==> src/rtl/led_blink_pkg.sv <==
// Shared types and helpers for the multi-channel LED blinker.
// Channel mode encoding, burst count width and the reset half-period helper.
package led_blink_pkg;

    typedef enum logic [1:0] {
        MODE_OFF   = 2'd0,
        MODE_ON    = 2'd1,
        MODE_BLINK = 2'd2,
        MODE_BURST = 2'd3
    } mode_e;

    localparam int CNT_W = 8;

    // Half of the clock rate gives a 1 Hz blink after reset.
    function automatic int default_half(input int clk_hz);
        return clk_hz / 2;
    endfunction

    // Channel select leaves room for codes >= nch so out-of-range writes can be expressed.
    function automatic int ch_width(input int nch);
        return (nch < 1) ? 1 : $clog2(nch + 1);
    endfunction

endpackage

==> src/rtl/multi_led_blinker_if.sv <==
// Configuration write port of the LED blinker: valid/ready handshake plus payload.
interface multi_led_blinker_if
    import led_blink_pkg::*;
#(
    parameter int NCH   = 4,
    parameter int CPT_W = 25
);
    localparam int CH_W = ch_width(NCH);

    logic             cfg_valid;
    logic             cfg_ready;
    logic [CH_W-1:0]  cfg_ch;
    logic [1:0]       cfg_mode;
    logic [CPT_W-1:0] cfg_half;
    logic [CNT_W-1:0] cfg_count;

    modport master (
        output cfg_valid, cfg_ch, cfg_mode, cfg_half, cfg_count,
        input  cfg_ready
    );

    modport slave (
        input  cfg_valid, cfg_ch, cfg_mode, cfg_half, cfg_count,
        output cfg_ready
    );

endinterface

==> src/rtl/blink_channel.sv <==
// One LED channel: mode register, half-period counter, toggle and burst countdown.
//   mode       | meaning
//   MODE_OFF   | led held 0, counter idle
//   MODE_ON    | led held 1, counter idle
//   MODE_BLINK | led toggles every half_q cycles forever
//   MODE_BURST | as BLINK; each led fall consumes one pulse, last fall returns to OFF
module blink_channel
    import led_blink_pkg::*;
#(
    parameter int CPT_W        = 25,
    parameter int DEFAULT_HALF = 13_500_000
) (
    input  logic             fpga_CLK_AUX,
    input  logic             n_rst,
    input  logic             load_i,
    input  mode_e            mode_i,
    input  logic [CPT_W-1:0] half_i,
    input  logic [CNT_W-1:0] count_i,
    input  logic             sync_i,
    output logic             led_o,
    output logic             tick_o,
    output logic             busy_o
);
    localparam logic [CPT_W-1:0] HALF_ONE = CPT_W'(1);
    localparam logic [CNT_W-1:0] CNT_ONE  = CNT_W'(1);

    mode_e            mode_q, mode_d;
    logic [CPT_W-1:0] half_q, half_d;
    logic [CPT_W-1:0] cnt_q, cnt_d;
    logic [CNT_W-1:0] rem_q, rem_d;
    logic             led_q, led_d;
    logic             tick_q, tick_d;
    logic             running;

    assign running = (mode_q == MODE_BLINK) || (mode_q == MODE_BURST);

    always_ff @(posedge fpga_CLK_AUX or negedge n_rst) begin
        if (!n_rst) begin
            mode_q <= MODE_OFF;
            half_q <= CPT_W'(DEFAULT_HALF);
            cnt_q  <= '0;
            rem_q  <= '0;
            led_q  <= 1'b0;
            tick_q <= 1'b0;
        end else begin
            mode_q <= mode_d;
            half_q <= half_d;
            cnt_q  <= cnt_d;
            rem_q  <= rem_d;
            led_q  <= led_d;
            tick_q <= tick_d;
        end
    end

    always_comb begin
        mode_d = mode_q;
        half_d = half_q;
        cnt_d  = cnt_q;
        rem_d  = rem_q;
        led_d  = led_q;
        tick_d = 1'b0;
        if (load_i) begin
            half_d = (half_i == '0) ? HALF_ONE : half_i;
            cnt_d  = '0;
            rem_d  = count_i;
            led_d  = (mode_i == MODE_ON);
            mode_d = (mode_i == MODE_BURST && count_i == '0) ? MODE_OFF : mode_i;
        end else if (running) begin
            if (sync_i) begin
                cnt_d = '0;
                led_d = 1'b0;
            end else if (cnt_q == half_q - HALF_ONE) begin
                cnt_d  = '0;
                led_d  = !led_q;
                tick_d = 1'b1;
                // A falling edge in BURST consumes one pulse; the last one ends the burst.
                if (mode_q == MODE_BURST && led_q) begin
                    rem_d = rem_q - CNT_ONE;
                    if (rem_q == CNT_ONE) begin
                        mode_d = MODE_OFF;
                    end
                end
            end else begin
                cnt_d = cnt_q + HALF_ONE;
            end
        end
    end

    assign led_o  = led_q;
    assign tick_o = tick_q;
    assign busy_o = (mode_q == MODE_BURST);

endmodule

==> src/rtl/multi_led_blinker.sv <==
// N-channel LED blinker/divider: decodes configuration writes into per-channel load strobes.
module multi_led_blinker
    import led_blink_pkg::*;
#(
    parameter int NCH          = 4,
    parameter int CLK_HZ       = 27_000_000,
    parameter int CPT_W        = 25,
    parameter int DEFAULT_HALF = default_half(CLK_HZ)
) (
    input  logic                fpga_CLK_AUX,
    input  logic                n_rst,
    multi_led_blinker_if.slave  cfg,
    input  logic                sync_i,
    output logic [NCH-1:0]      led,
    output logic [NCH-1:0]      tick,
    output logic [NCH-1:0]      busy
);
    localparam int CH_W = ch_width(NCH);

    logic           cfg_accept;
    logic [NCH-1:0] load;

    // Realignment has priority over configuration writes.
    assign cfg.cfg_ready = !sync_i;
    assign cfg_accept    = cfg.cfg_valid && cfg.cfg_ready;

    for (genvar i = 0; i < NCH; i++) begin : g_ch
        assign load[i] = cfg_accept && (cfg.cfg_ch == CH_W'(i));

        blink_channel #(
            .CPT_W        (CPT_W),
            .DEFAULT_HALF (DEFAULT_HALF)
        ) u_ch (
            .fpga_CLK_AUX (fpga_CLK_AUX),
            .n_rst        (n_rst),
            .load_i       (load[i]),
            .mode_i       (mode_e'(cfg.cfg_mode)),
            .half_i       (cfg.cfg_half),
            .count_i      (cfg.cfg_count),
            .sync_i       (sync_i),
            .led_o        (led[i]),
            .tick_o       (tick[i]),
            .busy_o       (busy[i])
        );
    end

endmodule
==> src/flat_wrapper.sv <==
// flat-port wrapper written by rule: the top's interface ports become plain ports
module multi_led_blinker_flat import led_blink_pkg::*;
#(
    parameter int NCH          = 4,
    parameter int CLK_HZ       = 27_000_000,
    parameter int CPT_W        = 25,
    parameter int DEFAULT_HALF = default_half(CLK_HZ)
)
  (fpga_CLK_AUX, n_rst, sync_i, led, tick, busy, cfg_cfg_valid, cfg_cfg_ch, cfg_cfg_mode, cfg_cfg_half, cfg_cfg_count, cfg_cfg_ready);
  multi_led_blinker_if #(.NCH(NCH), .CPT_W(CPT_W)) cfg_i ();
  input  logic fpga_CLK_AUX;
  input  logic n_rst;
  input  logic sync_i;
  output logic [NCH-1:0] led;
  output logic [NCH-1:0] tick;
  output logic [NCH-1:0] busy;
  input wire logic [$bits(cfg_i.cfg_valid)-1:0] cfg_cfg_valid;
  input wire logic [$bits(cfg_i.cfg_ch)-1:0] cfg_cfg_ch;
  input wire logic [$bits(cfg_i.cfg_mode)-1:0] cfg_cfg_mode;
  input wire logic [$bits(cfg_i.cfg_half)-1:0] cfg_cfg_half;
  input wire logic [$bits(cfg_i.cfg_count)-1:0] cfg_cfg_count;
  output wire logic [$bits(cfg_i.cfg_ready)-1:0] cfg_cfg_ready;
  assign cfg_i.cfg_valid = cfg_cfg_valid;
  assign cfg_i.cfg_ch = cfg_cfg_ch;
  assign cfg_i.cfg_mode = cfg_cfg_mode;
  assign cfg_i.cfg_half = cfg_cfg_half;
  assign cfg_i.cfg_count = cfg_cfg_count;
  assign cfg_cfg_ready = cfg_i.cfg_ready;
  multi_led_blinker #(.NCH(NCH), .CLK_HZ(CLK_HZ), .CPT_W(CPT_W), .DEFAULT_HALF(DEFAULT_HALF)) u_core (.fpga_CLK_AUX(fpga_CLK_AUX), .n_rst(n_rst), .cfg(cfg_i), .sync_i(sync_i), .led(led), .tick(tick), .busy(busy));
endmodule
==> config.mk <==
export PLATFORM = sky130hd
export DESIGN_NAME = multi_led_blinker_flat
export DESIGN_NICKNAME = d
export VERILOG_FILES = /design/src/rtl/led_blink_pkg.sv /design/src/rtl/multi_led_blinker_if.sv /design/src/rtl/blink_channel.sv /design/src/rtl/multi_led_blinker.sv /design/src/flat_wrapper.sv
export SDC_FILE = /design/constraint.sdc
export NUM_CORES = 1
export LEC_CHECK = 0
export CORE_ASPECT_RATIO = 0.5
export CORE_MARGIN = 2
export CORE_UTILIZATION = 28
export CTS_CLUSTER_SIZE = 25
export DETAILED_ROUTE_END_ITERATION = 10
export GPL_ROUTABILITY_DRIVEN = 0
export PLACE_DENSITY_LB_ADDON = 0.05
export SETUP_SLACK_MARGIN = 0.15
export SYNTH_ARGS = -nofsm -noshare
export SYNTH_HDL_FRONTEND = slang
export SYNTH_SLANG_ARGS = --single-unit
==> constraint.sdc <==
create_clock -name fpga_CLK_AUX -period 3.1 [get_ports fpga_CLK_AUX]
set_input_delay 0.775 -clock fpga_CLK_AUX [delete_from_list [all_inputs] [get_ports fpga_CLK_AUX]]
set_output_delay 0.775 -clock fpga_CLK_AUX [all_outputs]
set_load 0.1 [all_outputs]
==> results.yml, run 1 <==
floorplan:
  die-area_um2: 56400
  placementRows: 60
  die_w_um: 334
  pin_count: 55
  core_area_um2: 53800
  start_util_pct: 28.4
  die_h_um: 169
grt:
  antenna_found_initial: 4
  grt_pass1_wl_um: 83400
  grt_pass1_vias: 13400
  grt_start_max_net_pins: 65
  grt_overflow_total: 0
  grtUsageTotal_pct: 19.4
synthesis:
  synth.distinct_cells: 86
  yosys_warnings: 0
  synth_edf_count: 0
  synth-seq-area-share_pct: 41.2
  synthesis.nets: 1853
  synth_top_area_cell: "dfrtp_1"
  async_flop_share_pct: 100
  netlist.area_leader.share_pct: 31.5
  yosys-top-cells-count: "nand2_1, dfrtp_1, nor2_1"
  ys.flop_type: "dfrtp_1"
  syn_inst: 1795
  synth.most_common_cell: "nand2_1"
  synth_area_um2: 15200
  syn-mean-instance-area_um2: 8.49
  synthTopCellsByArea: "dfrtp_1, nand2_1, dfstp_2"
  ys_seq_elements: 248
outcome:
  violations: "negative setup slack"
  status: "complete, but fails checks"
worst_setup_path:
  crit_type: "reg2reg"
  cp.buffers_inverters: 4
  reg2reg_from: "u_core.g_ch[3].u_ch.half_q[2]"
  end_kind: "flip-flop"
  cp.required_ns: 3.60
  cp_top_family: "simple AND/OR/NAND/NOR gates"
  crit_chain: "or4_4, buf_6, or4_4, or3_4, a311oi_2, o21ai_2, nand4_4, clkbuf_16, a21oi_4, buf_12, clkbuf_16, nor2_4"
  cp-endpoint: "u_core.g_ch[3].u_ch.cnt_q[19]"
  crit_start: "u_core.g_ch[3].u_ch.half_q[2]"
  max_stage_delay_ns: 0.57
  path_depth: 12
  r2r-end: "u_core.g_ch[3].u_ch.cnt_q[19]"
  rrSetupSlack_ns: -0.13
  start_kind: "flip-flop"
  cp.arrival_ns: 3.73
  cp_slowest_cell: "or4_4"
  r2r_cells: 12
  critPathMaxFanout: 6
drt:
  dr.pass1.iters: 4
  drt_iter0_markers: 861
  wl_per_cell_um: 19.8
  vias: 13800
  vias_per_cell: 4.90
  postRouteAntennaNets: 0
  drc: 0
  totalWireLength_um: 55600
power_and_ir_drop:
  ir_drop_mv: 0.344
  power_density_nw_per_um2: 573
  leakage_nw: 9.02
  power.total_mw: 12.2
timing:
  worstMarginPinSlew_ns: 0.708
  rsz0062_at_grt: "true"
  drv_slew: 0
  finalCriticalPeriod_ns: 3.23
  clock_skew_ns: 0.0309
  hold_violations: 0
  slew_headroom_pct: 52.7
  max_freq_ghz: 0.310
  setup_slack_ns: -0.129
  finalCritPeriodShare_pct: 104
  hold_slack_ns: 0.173
  setup-violations-final: 50
clock_tree:
  path_clk_slew_ns: 0.07
  cts_buffer_depth: 3
  worstSkewPairLatency_ns: 0.59
  cts_root_buf: "clkbuf_16"
  clock_sinks: 248
  cts.htree.levels: 1
  tritoncts: "yes"
  hold_buffers: 0
  numCtsBuffers: 27
placed_design:
  dp_hpwl_um: 39600
  port_buffers: 54
layout:
  drive_above_1_share_pct: 30.6
  final_core_util_pct: 39.7
  diodes: 0
  multi_input_area_um2: 9790
  nets: 2140
  regArea_um2: 6280
  fillerInstances: 5493
  syn2layout_area_growth_pct: 40.1
min_path:
  hold_class: "in2async"
run:
  cap_violations: 0
[layer usage]
layer	global-route usage, %	vias to the layer above	part of all wire (%)
met5	0	-	0
li1	-	6793	-
met4	3.98	0	1.9
met1	29.3	6761	52
met3	3.54	54	4.4
met2	28.4	192	42
[worst min-delay path by stage]
stage / startpoint / end / slack (ns)
2_1_floorplan: u_core.g_ch[2].u_ch.half_q[23] / u_core.g_ch[2].u_ch.half_q[23] / 0.45
3_3_place_gp: u_core.g_ch[1].u_ch.half_q[22] / u_core.g_ch[1].u_ch.half_q[22] / 0.46
3_5_place_dp: u_core.g_ch[1].u_ch.half_q[22] / u_core.g_ch[1].u_ch.half_q[22] / 0.47
4_1_cts: n_rst / u_core.g_ch[2].u_ch.rem_q[5] / 0.17
5_1_grt: n_rst / u_core.g_ch[2].u_ch.cnt_q[13] / 0.19
6_report: n_rst / u_core.g_ch[2].u_ch.cnt_q[13] / 0.17
[through the flow]
step / cell area, µm² / std cells / setup WS [ns] / TNS (ns)
after global routing: 21400 / 2816 / -0.253 / -15.86
after CTS: 20400 / 2789 / -0.0492 / -0.233
after global placement: 18500 / 2719 / -0.218 / -4.29
after floorplan: 15400 / 1795 / 0.0660 / 0
final: 21400 / 2816 / -0.129 / -3.17
after detailed placement: 18500 / 2719 / -0.214 / -4.95
[sequential cells by signal (all words and copies together), names as in the netlist]
| signal | count |
|---|---|
| u_core.g_ch.u_ch.half_q | 100 |
| u_core.g_ch.u_ch.rem_q | 32 |
| u_core.g_ch.u_ch.led_o | 4 |
| u_core.g_ch.u_ch.mode_q | 8 |
| u_core.g_ch.u_ch.cnt_q | 100 |
| u_core.g_ch.u_ch.tick_o | 4 |
[cell usage in the layout (no fill, tap or decap), drive strengths merged, types with 6 or more instances in the layout]
cell type	instances
o22ai	9
or2	8
and4	13
clkbuf	49
clkdlybuf4s50	40
nor3b	9
nand2	393
a211oi	11
a31oi	7
ha	16
nand2b	15
o2111ai	6
nor4	45
xor2	102
a311oi	8
inv	37
dfstp	56
o211ai	12
o31ai	6
nor2	177
xnor2	120
nor4b	11
nand4b	7
and2	9
o21ai	61
nor3	62
dfrtp	192
and3	29
a21oi	37
or4	34
nand3	46
buf	308
nand3b	10
nor2b	9
nand4	40
or3	21
[layout make-up]
class,count,area share (%)
Tap cell,713,4.18
Multi-Input combinational cell,1415,45.8
Inverter,37,0.650
Clock buffer,44,3.79
Timing Repair Buffer,353,15.5
Clock inverter,6,0.627
Sequential cell,248,29.4
[what timing repair did]
action,4_1_cts,5_1_grt
buffers inserted,15,20
gates cloned,5,7
pin swaps,61,82
hold endpoints to repair,0,0
endpoints found under the setup margin,144,147
gates resized for setup,171,158
[worst reg2reg max path: cells and delay by family (launching register included)]
| kind | cells | cell delay, ns |
|---|---|---|
| simple gates | 5 | 1.71 |
| buf+inv | 4 | 0.66 |
| compound gates | 3 | 0.40 |
| flops | 1 | 0.38 |
[logic make-up (layout without fill, tap and decap cells)]
family,after synthesis,after routing,synth area share [%]
XOR/XNOR,224,224,13.1
adder cells (fa/ha/maj),16,16,1.31
buffers and inverters,132,440,3.78
AND/OR/NAND/NOR,954,954,30.6
multiplexers,9,9,0.624
AO/OA/AOI/OAI,212,212,9.44
flip-flops,248,248,41.2
[power by group]
part	switching [mW]	internal, mW
clock network	1.48	2.11
registers	0.591	3.83
logic	2.29	1.94
total	4.36	7.88
No activity file was read; power rests on OpenSTA's default activity.
==> run 2, diff against run 1 <==
ABC_CLOCK_PERIOD_IN_PS = 3100   (was not set)
==> results of run 2 <==
No change in the layout: final DEF, timing and power equal those of run 1.
==> run 3, diff against run 2 <==
ABC_CLOCK_PERIOD_IN_PS = 3920   (was 3100)
TNS_END_PERCENT = 10   (was not set)
clock period = 3.92 ns   (was 3.1 ns; I/O delays follow)
==> run 3 against run 2 <==
Effect of this change: the flow now finishes without violations; combinational power down 46%; clock skew down 0.011 ns; die area unchanged; largest cell class unchanged; highest routed layer unchanged.
==> results.yml, run 3 (synthesis gave the netlist of run 1 again) <==
drt:
  vias_per_cell: 4.98
  wl_per_cell_um: 20.0
  drt_iter0_markers: 868
  totalWireLength_um: 52200
  postRouteAntennaNets: 0
  dr.pass1.iters: 5
  vias: 13000
  drc: 0
timing:
  rsz0062_at_grt: "true"
  setup_slack_ns: 0.375
  finalCritPeriodShare_pct: 90.4
  max_freq_ghz: 0.282
  hold_violations: 0
  clock_skew_ns: 0.0198
  setup-violations-final: 0
  worstMarginPinSlew_ns: 1.04
  final.setup.tns_ns: 0
  finalCriticalPeriod_ns: 3.55
  slew_headroom_pct: 30.6
  drv_slew: 0
grt:
  grt_start_max_net_pins: 70
  grt_pass1_vias: 12500
  grt_pass1_wl_um: 80200
  grt_overflow_total: 0
  grtUsageTotal_pct: 18.6
  antenna_found_initial: 2
layout:
  final_common_cell: "nand2_1"
  nets: 1936
  finalNonFillerCells: 2614
  syn2layout_area_growth_pct: 18.0
  most-common-layout-cells: "nand2_1, dfrtp_1, nor2_1"
  top_regs: "u_core.g_ch.u_ch.cnt_q (100), u_core.g_ch.u_ch.half_q (100), u_core.g_ch.u_ch.rem_q (32)"
  final_core_util_pct: 33.4
  drive_above_1_share_pct: 12.8
floorplan:
  placementRows: 60
  core_area_um2: 53800
  start_util_pct: 28.4
  die_w_um: 334
  die-area_um2: 56400
  die_h_um: 169
  pin_count: 55
clock_tree:
  hold_buffers: 0
  cts_root_buf: "clkbuf_16"
  tritoncts: "yes"
  path_clk_slew_ns: 0.06
  cts.repair.resized: 0
  cts.htree.levels: 1
  numCtsBuffers: 28
  post_cts_buffers: 0
  cts_buffer_depth: 3
  worstSkewPairLatency_ns: 0.58
  clock_sinks: 248
worst_setup_path:
  max_stage_delay_ns: 0.67
  end_kind: "flip-flop"
  cp.arrival_ns: 3.97
  cp_slowest_cell: "or4_1"
  start_kind: "flip-flop"
  cp_common_cell: "or4_1"
  crit_chain: "or4_1, or4_1, o41ai_2, and4_1, nand4_2, buf_4, nor4_1, xnor2_1, a21oi_1"
  cp.required_ns: 4.35
  cp_top_family: "simple AND/OR/NAND/NOR gates"
  cp.buffers_inverters: 1
  crit_type: "reg2reg"
  critPathMaxFanout: 15
power_and_ir_drop:
  power.total_mw: 8.66
  power_density_nw_per_um2: 482
  ir_drop_mv: 0.305
  leakage_nw: 7.59
min_path:
  hold_class: "in2async"
placed_design:
  placed_cells: 2561
  pre_cts_slack_ns: 0.246
  port_buffers: 54
  dp_hpwl_um: 38900
run:
  cap_violations: 0
outcome:
  status: "complete, no violations"
-- run 3: per-stage QoR --
stage | hold slack [ns] | instance area (µm²)
3_5_place_dp | 0.476 | 17000
2_1_floorplan | 0.450 | 15200
4_1_cts | 0.392 | 17900
6_report | 0.378 | 18000
5_1_grt | 0.397 | 18000
3_3_place_gp | 0.467 | 17000
-- run 3: worst paths after layout --
kind	from	end	slack (ns)	depth (start not counted)
max reg2reg	u_core.g_ch[3].u_ch.half_q[2]	u_core.g_ch[3].u_ch.rem_q[5]	0.37	9
min reg2reg	u_core.g_ch[0].u_ch.half_q[23]	u_core.g_ch[0].u_ch.half_q[23]	0.48	2
min in group fpga_CLK_AUX	u_core.g_ch[0].u_ch.half_q[23]	u_core.g_ch[0].u_ch.half_q[23]	0.48	2
max in group asynchronous	n_rst	u_core.g_ch[0].u_ch.half_q[22]	2.66	2
max	u_core.g_ch[3].u_ch.half_q[2]	u_core.g_ch[3].u_ch.rem_q[5]	0.37	9
min	n_rst	u_core.g_ch[2].u_ch.cnt_q[15]	0.38	1
-- run 3: where the power goes --
part | switching, mW | internal (mW) | total (mW)
sequential | 0.620 | 3.03 | 3.65
combinational | 1.31 | 0.959 | 2.27
clock | 1.16 | 1.58 | 2.74
total | 3.09 | 5.57 | 8.66
-- run 3: routing by layer --
metal / GRT usage (%) / up-vias / wire length, µm
met4: 4.45 / 0 / 1230
li1: - / 6398 / -
met2: 27.2 / 215 / 21700
met5: 0 / - / 0
met3: 2.69 / 55 / 1900
met1: 28.4 / 6351 / 27300
-- run 3: cell type report --
type                            count  area, µm²
Fill cell                        5633      35800
Multi-Input combinational cell   1415       8440
Sequential cell                   248       6280
Timing Repair Buffer              148       1300
Tap cell                          713        892
Clock buffer                       43        828
Inverter                           37        139
Clock inverter                      9        103
Antenna cell                        1       2.50
-- run 3: worst reg2reg max path, delay by kind of cell (launching register included) --
| family | cells | cell delay, ns |
|---|---|---|
| AO/OA/AOI/OAI | 2 | 0.49 |
| XOR/XNOR | 1 | 0.17 |
| buffers and inverters | 1 | 0.23 |
| flip-flops | 1 | 0.48 |
| AND/OR/NAND/NOR | 5 | 2.05 |
